<file path="src/rtl/core_seq.sv">
// Tile sequencer: emits the per-cycle instruction bundle that loads weights, streams activations and drains results.
// Optional build macro CORE_SEQ_PAUSE_EN adds a pause input that freezes sequencing.
module core_seq #(
    parameter int unsigned row        = 8,
    parameter int unsigned col        = 8,
    parameter int unsigned addr_width = 11
) (
    input  logic                     clk,
    input  logic                     reset,
    input  logic                     start,
    input  logic [addr_width-1:0]    w_base,
    input  logic [addr_width-1:0]    x_base,
    input  logic [addr_width-1:0]    p_base,
    input  logic [addr_width-1:0]    n_act,
    input  logic                     ofifo_valid,
`ifdef CORE_SEQ_PAUSE_EN
    input  logic                     pause,
`endif
    output logic [2*addr_width+11:0] inst,
    output logic                     busy,
    output logic                     done
);

    localparam int unsigned FLUSH_LEN = row + col;
    localparam int unsigned FLUSH_W   = $clog2(FLUSH_LEN + 1);
    localparam int unsigned CNT_W     = (addr_width > FLUSH_W) ? addr_width : FLUSH_W;

    localparam logic [2:0] S_IDLE    = 3'd0;
    localparam logic [2:0] S_W_RD    = 3'd1;
    localparam logic [2:0] S_W_LOAD  = 3'd2;
    localparam logic [2:0] S_W_FLUSH = 3'd3;
    localparam logic [2:0] S_X_RUN   = 3'd4;
    localparam logic [2:0] S_DRAIN   = 3'd5;
    localparam logic [2:0] S_DONE    = 3'd6;

    typedef struct packed {
        logic                  acc;
        logic                  cen_pmem;
        logic                  wen_pmem;
        logic [addr_width-1:0] a_pmem;
        logic                  cen_xmem;
        logic                  wen_xmem;
        logic [addr_width-1:0] a_xmem;
        logic                  ofifo_rd;
        logic                  ififo_wr;
        logic                  ififo_rd;
        logic                  l0_rd;
        logic                  l0_wr;
        logic                  execute;
        logic                  load;
    } inst_t;

    localparam inst_t INST_NOP = '{cen_pmem: 1'b1, wen_pmem: 1'b1,
                                   cen_xmem: 1'b1, wen_xmem: 1'b1, default: '0};

    logic [2:0]            state_q,   state_d;
    logic [CNT_W-1:0]      cnt_q,     cnt_d;
    logic [addr_width-1:0] rd_cnt_q,  rd_cnt_d;
    logic [addr_width-1:0] wr_cnt_q,  wr_cnt_d;
    logic                  wr_pend_q, wr_pend_d;
    logic [addr_width-1:0] w_base_q,  w_base_d;
    logic [addr_width-1:0] x_base_q,  x_base_d;
    logic [addr_width-1:0] p_base_q,  p_base_d;
    logic [addr_width-1:0] n_act_q,   n_act_d;
    inst_t                 inst_q,    inst_d;
    logic                  busy_q,    busy_d;
    logic                  done_q,    done_d;
    logic                  hold;

    // Outputs describe the state of the previous cycle, so ofifo_rd reacts to ofifo_valid one cycle later.
    always_comb begin
        state_d   = state_q;
        cnt_d     = cnt_q;
        rd_cnt_d  = rd_cnt_q;
        wr_cnt_d  = wr_cnt_q;
        wr_pend_d = wr_pend_q;
        w_base_d  = w_base_q;
        x_base_d  = x_base_q;
        p_base_d  = p_base_q;
        n_act_d   = n_act_q;
        inst_d    = INST_NOP;
        busy_d    = (state_q != S_IDLE);
        done_d    = 1'b0;
        hold      = 1'b0;
`ifdef CORE_SEQ_PAUSE_EN
        hold      = pause && (state_q != S_IDLE);
`endif
        if (!hold) begin
            case (state_q)
                S_IDLE: begin
                    if (start) begin
                        state_d   = S_W_RD;
                        cnt_d     = '0;
                        rd_cnt_d  = '0;
                        wr_cnt_d  = '0;
                        wr_pend_d = 1'b0;
                        w_base_d  = w_base;
                        x_base_d  = x_base;
                        p_base_d  = p_base;
                        n_act_d   = n_act;
                    end
                end
                S_W_RD: begin
                    if (cnt_q < CNT_W'(row)) begin
                        inst_d.cen_xmem = 1'b0;
                        inst_d.a_xmem   = w_base_q + addr_width'(cnt_q);
                    end
                    inst_d.l0_wr = (cnt_q != '0);
                    if (cnt_q == CNT_W'(row)) begin
                        state_d = S_W_LOAD;
                        cnt_d   = '0;
                    end else begin
                        cnt_d = cnt_q + CNT_W'(1);
                    end
                end
                S_W_LOAD: begin
                    inst_d.l0_rd = 1'b1;
                    inst_d.load  = 1'b1;
                    if (cnt_q == CNT_W'(row - 1)) begin
                        state_d = S_W_FLUSH;
                        cnt_d   = '0;
                    end else begin
                        cnt_d = cnt_q + CNT_W'(1);
                    end
                end
                S_W_FLUSH: begin
                    if (cnt_q == CNT_W'(FLUSH_LEN - 1)) begin
                        state_d = (n_act_q == '0) ? S_DONE : S_X_RUN;
                        cnt_d   = '0;
                    end else begin
                        cnt_d = cnt_q + CNT_W'(1);
                    end
                end
                S_X_RUN: begin
                    if (cnt_q < CNT_W'(n_act_q)) begin
                        inst_d.cen_xmem = 1'b0;
                        inst_d.a_xmem   = x_base_q + addr_width'(cnt_q);
                    end
                    if (cnt_q != '0) begin
                        inst_d.l0_wr   = 1'b1;
                        inst_d.l0_rd   = 1'b1;
                        inst_d.execute = 1'b1;
                    end
                    if (cnt_q == CNT_W'(n_act_q)) begin
                        state_d = S_DRAIN;
                        cnt_d   = '0;
                    end else begin
                        cnt_d = cnt_q + CNT_W'(1);
                    end
                end
                S_DRAIN: begin
                    // A read granted last cycle always writes pmem this cycle, even if ofifo_valid has dropped.
                    if (wr_pend_q) begin
                        inst_d.cen_pmem = 1'b0;
                        inst_d.wen_pmem = 1'b0;
                        inst_d.a_pmem   = p_base_q + wr_cnt_q;
                        wr_cnt_d        = wr_cnt_q + addr_width'(1);
                        if (wr_cnt_d == n_act_q) begin
                            state_d = S_DONE;
                        end
                    end
                    inst_d.ofifo_rd = ofifo_valid && (rd_cnt_q < n_act_q);
                    if (inst_d.ofifo_rd) begin
                        rd_cnt_d = rd_cnt_q + addr_width'(1);
                    end
                    wr_pend_d = inst_d.ofifo_rd;
                end
                S_DONE: begin
                    done_d  = 1'b1;
                    state_d = S_IDLE;
                end
                default: begin
                    state_d = S_IDLE;
                end
            endcase
        end
    end

    always_ff @(posedge clk or posedge reset) begin
        if (reset) begin
            state_q   <= S_IDLE;
            cnt_q     <= '0;
            rd_cnt_q  <= '0;
            wr_cnt_q  <= '0;
            wr_pend_q <= 1'b0;
            w_base_q  <= '0;
            x_base_q  <= '0;
            p_base_q  <= '0;
            n_act_q   <= '0;
            inst_q    <= INST_NOP;
            busy_q    <= 1'b0;
            done_q    <= 1'b0;
        end else begin
            state_q   <= state_d;
            cnt_q     <= cnt_d;
            rd_cnt_q  <= rd_cnt_d;
            wr_cnt_q  <= wr_cnt_d;
            wr_pend_q <= wr_pend_d;
            w_base_q  <= w_base_d;
            x_base_q  <= x_base_d;
            p_base_q  <= p_base_d;
            n_act_q   <= n_act_d;
            inst_q    <= inst_d;
            busy_q    <= busy_d;
            done_q    <= done_d;
        end
    end

    assign inst = inst_q;
    assign busy = busy_q;
    assign done = done_q;

endmodule

</file>
<file path="config.mk">
export PLATFORM = sky130hd
export DESIGN_NAME = core_seq
export DESIGN_NICKNAME = d
export VERILOG_FILES = /design/src/rtl/core_seq.sv
export SDC_FILE = /design/constraint.sdc
export NUM_CORES = 1
export LEC_CHECK = 0
export ABC_AREA = 1
export ABC_CLOCK_PERIOD_IN_PS = 8100
export BUFFER_PORTS_ARGS = -buffer_cell sky130_fd_sc_hd__buf_2
export CAP_MARGIN = 20
export CORE_MARGIN = 5
export CORE_UTILIZATION = 64
export DETAILED_ROUTE_END_ITERATION = 16
export PLACE_DENSITY = 0.87
export SYNTH_ARGS = -nofsm -noshare
export SYNTH_HDL_FRONTEND = slang
export SYNTH_SLANG_ARGS = --single-unit
</file>
<file path="constraint.sdc">
create_clock -name clk -period 8.1 [get_ports clk]
set_input_delay 0.405 -clock clk [delete_from_list [all_inputs] [get_ports clk]]
set_output_delay 0.405 -clock clk [all_outputs]
set_load 0.02 [all_outputs]
</file>
**After elaboration in Yosys (flattened, before gate mapping)**

Index checks and enable logic that the tools add are counted.

- $add $sub $neg: 6
- $lt $le $gt $ge: 3
- Equal/unequal tests: 19
- Muxes and demuxes: 36
- Reduce and logical (&&, ||, !) cells: 13

Operators with widths:

| operator | count |
|---|---|
| $mux 11 | 9 |
| $pmux 11 s2 | 3 |
| $pmux 11 s5 | 1 |
| $add 11x1->11 const B | 3 |
| $add 11x11->11 | 3 |
| $mux 13 | 2 |
| $mux 3 | 8 |
| $eq 11x11->1 | 2 |
| $eq 11x4->1 const B | 2 |
| $lt 11x11->1 | 2 |
| $pmux 3 s6 | 1 |
| $ne 2x2->1 const B | 8 |
| $eq 11x3->1 const B | 1 |
| $logic_not 11->1 | 1 |
| $lt 11x4->1 const B | 1 |
| $reduce_bool 11->1 | 1 |
| $eq 3x3->1 const B | 3 |
| $pmux 1 s2 | 4 |
| $mux 1 | 7 |
| $reduce_and 7->1 | 1 |
| $eq 3x2->1 const B | 2 |
| $reduce_and 2->1 | 3 |
| $reduce_and 3->1 | 2 |
| $reduce_bool 5->1 | 1 |
| 6 further kinds | 6 |

- Register bits: 113
- Input bits: 48
- Output and inout port bits: 36

**Longest topological paths before layout**

Gate-level depths: netlist (run 1).

- Depth after elaboration: 5
- Mapped depth: 15
- Depth with buffers taken out: 15

**Worst setup path before layout (run 1)**

OpenSTA, ideal clock, no wires.

- Kind: register to register
- Start point: register wr_cnt_q[0]
- End point: register inst_q, in the netlist inst[28]
- Setup time: 117 ps
- Arrival: 1,769 ps
- Data required time: 7,983 ps
- Slack: 6,214 ps
- Stages on the path, launching flop included: 12
- Buffers on the path: 0
- Clock period less this slack: 1,886 ps
- Path through: dfrtp_1 ha_1 inv_1 fa_1 inv_1 nand3_1 nand2_1 nand2_1 a31oi_1 a31oi_1 nor2_1 nor2_1

RTL lines:

| element | line | source |
|---|---|---|
| from (decl) | 59 | `logic [addr_width-1:0] wr_cnt_q, wr_cnt_d;` |
| from (signal assigned) | 197 | `wr_cnt_q <= wr_cnt_d;` |
| to (signal assigned) | 203 | `inst_q <= inst_d;` |
| to (decl) | 65 | `inst_t inst_q, inst_d;` |

**Worst setup path in the final report (run 1)**

- Start point: register state_q[0]
- End point: register wr_cnt_q[0]

- Cells in the longest elaborated chain, start to end: 3
- Elaborated cells on any way between the ends: 7
- Those cells by class: 3 x eq/ne; 1 x mux; 3 x reduce/logical

Ends and longest elaborated chain:

| element | line | source |
|---|---|---|
| from (decl) | 56 | `logic [2:0] state_q, state_d;` |
| from (signal assigned) | 194 | `state_q <= state_d;` |
| $eq 3x3->1 / $logic_not 3->1 (equally long branches) | 89 | `case (state_q)` |
| $ne 2x2->1 (no source line) / $reduce_bool 2->1 (equally long branches) | -- |  |
| $reduce_and 3->1 (no source line) | -- |  |

Several ways; a longest one is shown, not always the timed one.
A chain may end at the register's enable or synchronous reset.

==> results.sh, run 1 <==
export IMPL_max_cap_viol_count=0
export IMPL_timing_final_max_slew_violations=0
export IMPL_worst_pin_slew_ps=737
export IMPL_gp_congestion=0.913
export IMPL_drcViolationCount=0
export IMPL_hold_path_class="primary input to async pin"
export IMPL_start_kind="flip-flop"
export IMPL_p_per_area_mw_per_mm2=130
export IMPL_drt_iter0_markers=495
export IMPL_crit_required_ps=8390
export IMPL_antenna_found_initial=0
export IMPL_h_tree_depth=3
export IMPL_ff2ff_path_depth=6
export IMPL_n_antenna_cell=0
export IMPL_finalHoldViolCount=0
export IMPL_postRouteAntennaNets=0
export IMPL_timing_final_crit_period_ps=2690
export IMPL_clkTransAtPathRegs_ps=110
export IMPL_syn_inst=825
export IMPL_num_rows=37
export IMPL_fin_util_pct=73.0
export IMPL_cts_hold_buffers=0
export IMPL_synth_edff_count=0
export IMPL_fmax_ghz=0.371
export IMPL_tritoncts="done"
export IMPL_fillers=827
export IMPL_clk_insertion_delay_late_ps=380
export IMPL_p_leak_nw=4.13
export IMPL_crit_fanout=44
export IMPL_ys_seq_area_share_pct=40.8
export IMPL_fin_skew_ps=13.7
export IMPL_drive_above_1_share_pct=16.5
export IMPL_ys_ff_latch=112
export IMPL_wl_per_cell_um=15.6
export IMPL_rsz0062_at_grt="no"
export IMPL_core_area_mm2=0.0104
export IMPL_hold_slack_ps=123
export IMPL_drtPass1Iterations=7
export IMPL_dieArea_mm2=0.0129
export IMPL_worstSetupPathType="flip-flop to flip-flop"
export IMPL_post_dp_hpwl_mm=12.3
export IMPL_syn_to_final_growth_pct=10.7
export IMPL_cts_buffer_depth=2
export IMPL_synth_area_mm2=0.00687
export IMPL_start_util_pct=65.9
export IMPL_outcome="finished, final reports clean"
export IMPL_port_buffers=79
export IMPL_fin_area_mm2=0.00761
export IMPL_vias=6030
export IMPL_cts_root_buffer="clkbuf_8"
export IMPL_setup_viol=0
export IMPL_overflow=0
export IMPL_grt_pass1_wl_mm=26.6
export IMPL_placedInstanceArea_mm2=0.00736
export IMPL_grt_pass1_vias=5672
export IMPL_ir_drop_uv=86.8
export IMPL_synthFlopType="dfrtp_1"
export IMPL_rrSetupSlack_ps=5410
export IMPL_synth_distinct_cells=47
export IMPL_wl_mm=16.2
export IMPL_grt_max_degree=58
export IMPL_relSlewSlack_pct=50.9
export IMPL_fin_crit_sh_pct=33.3
export IMPL_timing_rr_start="state_q[0]"
export IMPL_nets=1009
export IMPL_vias_per_cell=5.78
export IMPL_cts_resized=0
export IMPL_fin_cells=1044
export IMPL_io_pins=84
export IMPL_die_x_um=114
export IMPL_worstSetupEndpointType="flip-flop"
export IMPL_cp_data_arrival_time_ps=2980
export IMPL_multiInputGateArea_mm2=0.00361
export IMPL_reg2reg_to="wr_cnt_q[0]"
export IMPL_die_h_um=114
export IMPL_fin_tns_setup_ps=0
export IMPL_synthArstFlopShare_pct=100
export IMPL_numCtsBuffers=9
export IMPL_cts_sinks=112
export IMPL_ff_latch_area_mm2=0.00281
export IMPL_synth_warnings=0
export IMPL_avgSynthCellArea_um2=8.32
export IMPL_gr_usage_all_layers_pct=25.5
export IMPL_post_cts_buffers=0
export IMPL_dp_cells=1028
[critical path: stages, from the launching register on]
cell and delay (ps):
dfrtp_1 470, nor2_1 350, nand3_2 560, buf_4 510, nand2_1 400, o21ai_0 170, o21a_1 130
[per-stage QoR]
stage | setup slack (ps) | power (mW)
5_1_grt | 5160 | 1.02
3_5_place_dp | 5470 | 0.596
4_1_cts | 5440 | 0.991
2_1_floorplan | 4740 | 0.582
6_report | 5410 | 0.987
3_3_place_gp | 5600 | 0.596
[how the worst max path moves through the flow]
stage	start	end	depth (start not counted)
floorplan	reset	busy	1
global placement	state_q[1]	wr_cnt_q[0]	6
detailed placement	state_q[0]	wr_cnt_q[0]	6
CTS	state_q[0]	wr_cnt_q[0]	6
global route	state_q[1]	wr_cnt_q[0]	6
finish	state_q[0]	wr_cnt_q[0]	6
[cell usage after synthesis, types with 2 or more instances]
master | n | area, um^2
nand3b_1 | 3 | 22.5
a31oi_1 | 4 | 25.0
clkbuf_1 | 2 | 7.51
nand3_1 | 64 | 320
buf_2 | 7 | 35.0
buf_4 | 5 | 37.5
nor2_2 | 3 | 18.8
o21ai_1 | 2 | 10.0
xor2_1 | 14 | 123
ha_1 | 55 | 688
nand4_2 | 2 | 25.0
nand4_1 | 14 | 87.6
o21ai_2 | 2 | 17.5
o21ai_0 | 47 | 235
dfstp_2 | 2 | 52.6
o21bai_1 | 3 | 22.5
nor3_1 | 15 | 75.1
inv_2 | 2 | 7.51
o21a_1 | 2 | 15.0
nor2_1 | 80 | 300
mux2_2 | 31 | 349
o22ai_1 | 11 | 68.8
nor2_4 | 2 | 22.5
nor4_1 | 7 | 43.8
conb_1 | 2 | 7.51
dfrtp_1 | 110 | 2750
a21oi_1 | 60 | 300
xnor2_1 | 3 | 26.3
buf_6 | 2 | 22.5
fa_1 | 3 | 60.1
o31ai_1 | 2 | 15.0
and3_1 | 2 | 12.5
nand2_1 | 155 | 582
inv_1 | 93 | 349
a21o_1 | 2 | 15.0
[area by class of cell]
cell class	instances	share of cell area [%]
repair buffers	81	5.40
multi-input cells	603	47.5
clock buffers	11	1.86
well taps	136	2.24
flip-flops and latches	112	36.9
inverters	96	4.79
clock inverters	5	1.37
[cells in the final DEF, fill, tap and decap left out, types with 3 or more instances in the layout]
cell type	n
o22ai_1	11
ha_1	55
nand4_1	14
nand3_1	63
nor2_1	80
mux2_2	31
xor2_1	14
nand3b_1	3
o21ai_0	47
conb_1	4
o21bai_1	3
a21oi_1	60
inv_1	92
dfrtp_1	110
nor3_1	15
nor2_2	3
fa_1	3
clkbuf_8	10
nand2_1	155
a31oi_1	4
xnor2_1	3
buf_2	79
bufinv_16	3
nor4_1	7
[registers in the layout (all words and copies together) (netlist names)]
signal	count
busy	1
done	1
wr_cnt_q	11
state_q	3
inst	29
cnt_q	11
p_base_q	11
wr_pend_q	1
x_base_q	11
rd_cnt_q	11
w_base_q	11
n_act_q	11
[routing by layer]
metal | vias up | part of all wire, % | global-route usage, % | wire, um
met5 | - | 0 | 0 | 0
met4 | 0 | 2.6 | 8.17 | 420
met3 | 39 | 7.5 | 5.20 | 1210
met2 | 251 | 46 | 40.6 | 7490
met1 | 2799 | 44 | 35.1 | 7120
li1 | 2941 | - | - | -
[cell families after synthesis]
kind of cell / count (synthesis) / synth area share (%)
other: 2 / 0.109
flip-flops: 112 / 40.8
adder cells (fa/ha/maj): 58 / 10.9
AND/OR/NAND/NOR: 353 / 23.0
multiplexers: 31 / 5.08
AO/OA/AOI/OAI: 140 / 11.2
buffers and inverters: 112 / 6.76
XOR/XNOR: 17 / 2.17
[power breakdown]
group | internal, mW | switching, mW
sequential | 0.559 | 0
clock | 0.214 | 0.189
combinational | 0.00858 | 0.0165
No activity file was read; power rests on OpenSTA's default activity.
==> run 2: changes to the inputs <==
- ABC_AREA: 1 -> 0
- ABC_CLOCK_PERIOD_IN_PS: 8100 -> 2300
- CORE_UTILIZATION: 64 -> 53
- PLACE_DENSITY: 0.87 -> 0.77
- clock period: 8.1 -> 2.3 ns (I/O delays scaled with it)
==> run 2 against run 1 <==
Compared with the run above:
- the flow now finishes with violations (hold timing)
- cell count rose by 5.1%
- non-clock buffer count rose by 103
- area after synthesis fell by 2.4%
- clock skew fell by 3.5 ps
- fmax rose by 18%
- synthesized cell count fell by 9.0%
- critical path type unchanged
- critical endpoint is now cnt_q[3]
==> results.sh, run 2 <==
export IMPL_drt_iter0_markers=491
export IMPL_vias=6217
export IMPL_multiInputGateArea_mm2=0.00377
export IMPL_h_tree_depth=3
export IMPL_syn_inst=751
export IMPL_cp_slowest_cell="or4_4"
export IMPL_timing_final_max_slew_violations=0
export IMPL_fin_tns_setup_ps=0
export IMPL_fmax_ghz=0.438
export IMPL_yosysTopAreaCellShare_pct=41.0
export IMPL_fillers=1000
export IMPL_wl_mm=18.8
export IMPL_worstSetupPathType="flip-flop to flip-flop"
export IMPL_synthFlopType="dfrtp_1"
export IMPL_worst_pin_slew_ps=600
export IMPL_hold_slack_ps=-4.05
export IMPL_timing_final_crit_period_ps=2280
export IMPL_outcome="complete, but fails checks"
export IMPL_grt_max_degree=51
export IMPL_clk_insertion_delay_late_ps=370
export IMPL_fin_total_pwr_mw=9.34
export IMPL_drive_above_1_share_pct=21.8
export IMPL_p_leak_nw=4.25
export IMPL_post_dp_hpwl_mm=13.2
export IMPL_clkTransAtPathRegs_ps=80
export IMPL_largest_register_ffs=29
export IMPL_numCtsBuffers=9
export IMPL_finalHoldViolCount=1
export IMPL_gr_usage_all_layers_pct=25.1
export IMPL_vias_per_cell=5.67
export IMPL_cts_buffer_depth=2
export IMPL_placedInstanceArea_mm2=0.00764
export IMPL_die_x_um=122
export IMPL_synth_distinct_cells=64
export IMPL_start_kind="flip-flop"
export IMPL_yosysMostFrequentCell="nand2_1"
export IMPL_crit_required_ps=2550
export IMPL_synth_area_mm2=0.00671
export IMPL_dieArea_mm2=0.0150
export IMPL_p_per_area_mw_per_mm2=1090
export IMPL_slowest_delay_ps=540
export IMPL_worstSetupEndpointType="flip-flop"
export IMPL_final_common_cell="nand2_1"
export IMPL_port_buffers=79
export IMPL_n_antenna_cell=0
export IMPL_ir_drop_uv=714
export IMPL_ys_seq_area_share_pct=41.8
export IMPL_drtPass1Iterations=7
export IMPL_antenna_found_initial=0
export IMPL_violations="hold timing"
export IMPL_nets=1026
export IMPL_io_pins=84
export IMPL_synth_warnings=0
export IMPL_fin_skew_ps=10.2
export IMPL_postRouteAntennaNets=0
export IMPL_wl_per_cell_um=17.1
export IMPL_num_rows=41
export IMPL_syn_to_final_growth_pct=27.9
export IMPL_core_area_mm2=0.0125
export IMPL_hold_path_class="primary input to flip-flop"
export IMPL_grt_pass1_vias=6184
export IMPL_overflow=0
export IMPL_grt_pass1_wl_mm=29.6
export IMPL_mostFrequentLayoutCells="144 x nand2_1, 108 x dfrtp_1, 79 x buf_2, 61 x buf_4, 52 x ha_1"
export IMPL_synth_edff_count=0
export IMPL_die_h_um=122
export IMPL_avgSynthCellArea_um2=8.93
export IMPL_synth_area_leaders="dfrtp_1 41%, ha_1 10%, nand2_1 8.1%"
export IMPL_ys_ff_latch=112
export IMPL_relSlewSlack_pct=59.9
export IMPL_cts_root_buffer="clkbuf_16"
export IMPL_yosys_top_cells_count="144 x nand2_1, 110 x dfrtp_1, 55 x ha_1, 50 x nor2_1, 50 x o21ai_0"
export IMPL_rsz0062_at_grt="yes"
export IMPL_crit_fanout=7
export IMPL_setup_viol=0
export IMPL_yosysTopAreaCell="dfrtp_1"
export IMPL_cts_sinks=112
export IMPL_fin_crit_sh_pct=99.2
export IMPL_crit_chain="or4_4, or3_4, a32oi_4, and2_4, o21ai_1, a22o_1"
export IMPL_drcViolationCount=0
export IMPL_ff_latch_area_mm2=0.00281
export IMPL_max_cap_viol_count=0
export IMPL_synthArstFlopShare_pct=100
export IMPL_gp_congestion=0.969
export IMPL_start_util_pct=53.6
export IMPL_fin_area_mm2=0.00858
export IMPL_tritoncts="done"
export IMPL_cp_data_arrival_time_ps=2530
export IMPL_fin_util_pct=68.6
run 2: changes by cell type after synthesis, moves of 8 or more:
cell,before,now
inv_1,93,36
nand3_1,64,23
mux2_2,31,0
a21oi_1,60,30
nor2_1,80,50
xnor2_1,3,22
clkbuf_1,2,18
and3_1,2,13
nand2_1,155,144
xor2_1,14,24
nand4_1,14,5
nor2b_1,0,9
nand2b_1,0,8
run 2: area by class of cell:
| class | instances | area share, % |
|---|---|---|
| multi-input cells | 577 | 43.9 |
| clock buffers | 10 | 2.67 |
| inverters | 36 | 1.62 |
| repair buffers | 184 | 15.3 |
| clock inverters | 6 | 1.25 |
| well taps | 172 | 2.51 |
| flip-flops and latches | 112 | 32.7 |
run 2: cells by family (layout without fill, tap and decap cells):
logic type | after synthesis | after routing | synth area share [%]
and+or+nand+nor | 307 | 308 | 21.0
AOI/OAI and AO/OA | 157 | 157 | 15.2
DFF | 112 | 112 | 41.8
buffers and inverters | 65 | 236 | 4.05
adders and majority gates | 58 | 58 | 11.2
xor gates and xnor gates | 46 | 46 | 6.01
muxes | 4 | 4 | 0.597
other | 2 | 4 | 0.112
run 2: metal layers:
metal	track usage, %	up-vias	part of all wire (%)
met5	0	-	0
met4	8.40	0	2.5
met3	4.98	46	5.3
met2	45.5	234	52
met1	29.7	2990	41
li1	-	2947	-
run 2: critical path: cells and delay by family, from the launching register on:
family	cells	cell delay (ps)
AOI/OAI and AO/OA	3	560
and+or+nand+nor	3	1220
DFF	1	380
run 2: where the power goes:
group          switching (mW)  total [mW]  internal, mW
combinational            2.61        4.50          1.89
clock                   0.748        1.81          1.06
sequential              0.445        3.03          2.58
total                    3.80        9.34          5.54
run 2: path summary, 6_finish.rpt:
kind | start | endpoint | slack [ps] | cells after the start
setup / recovery | cnt_q[7] | cnt_q[3] | 20 | 6
hold / removal | n_act[6] | n_act_q[6] | -4 | 3
setup reg to reg | cnt_q[7] | cnt_q[3] | 20 | 6
hold reg to reg | x_base_q[6] | x_base_q[6] | 490 | 2
max in group asynchronous | reset | inst[19] | 1340 | 4
min in group asynchronous | reset | inst[6] | 320 | 3
run 2: timing repair:
item | in CTS | in global routing
setup buffers | 0 | 9
pin swaps | 0 | 15
setup endpoints to repair | 6 | 21
hold buffers | 42 | 0
cloned | 0 | 1
endpoints found under the hold margin | 58 | 0
resized for setup | 2 | 32
run 2: metrics by stage:
stage                     setup WS, ps  instances
after floorplan                   8.89        753
after global placement            58.8       1029
after detailed placement         -9.14       1029
after CTS                         13.2       1087
after global routing             -44.2       1097
final                             17.7       1097
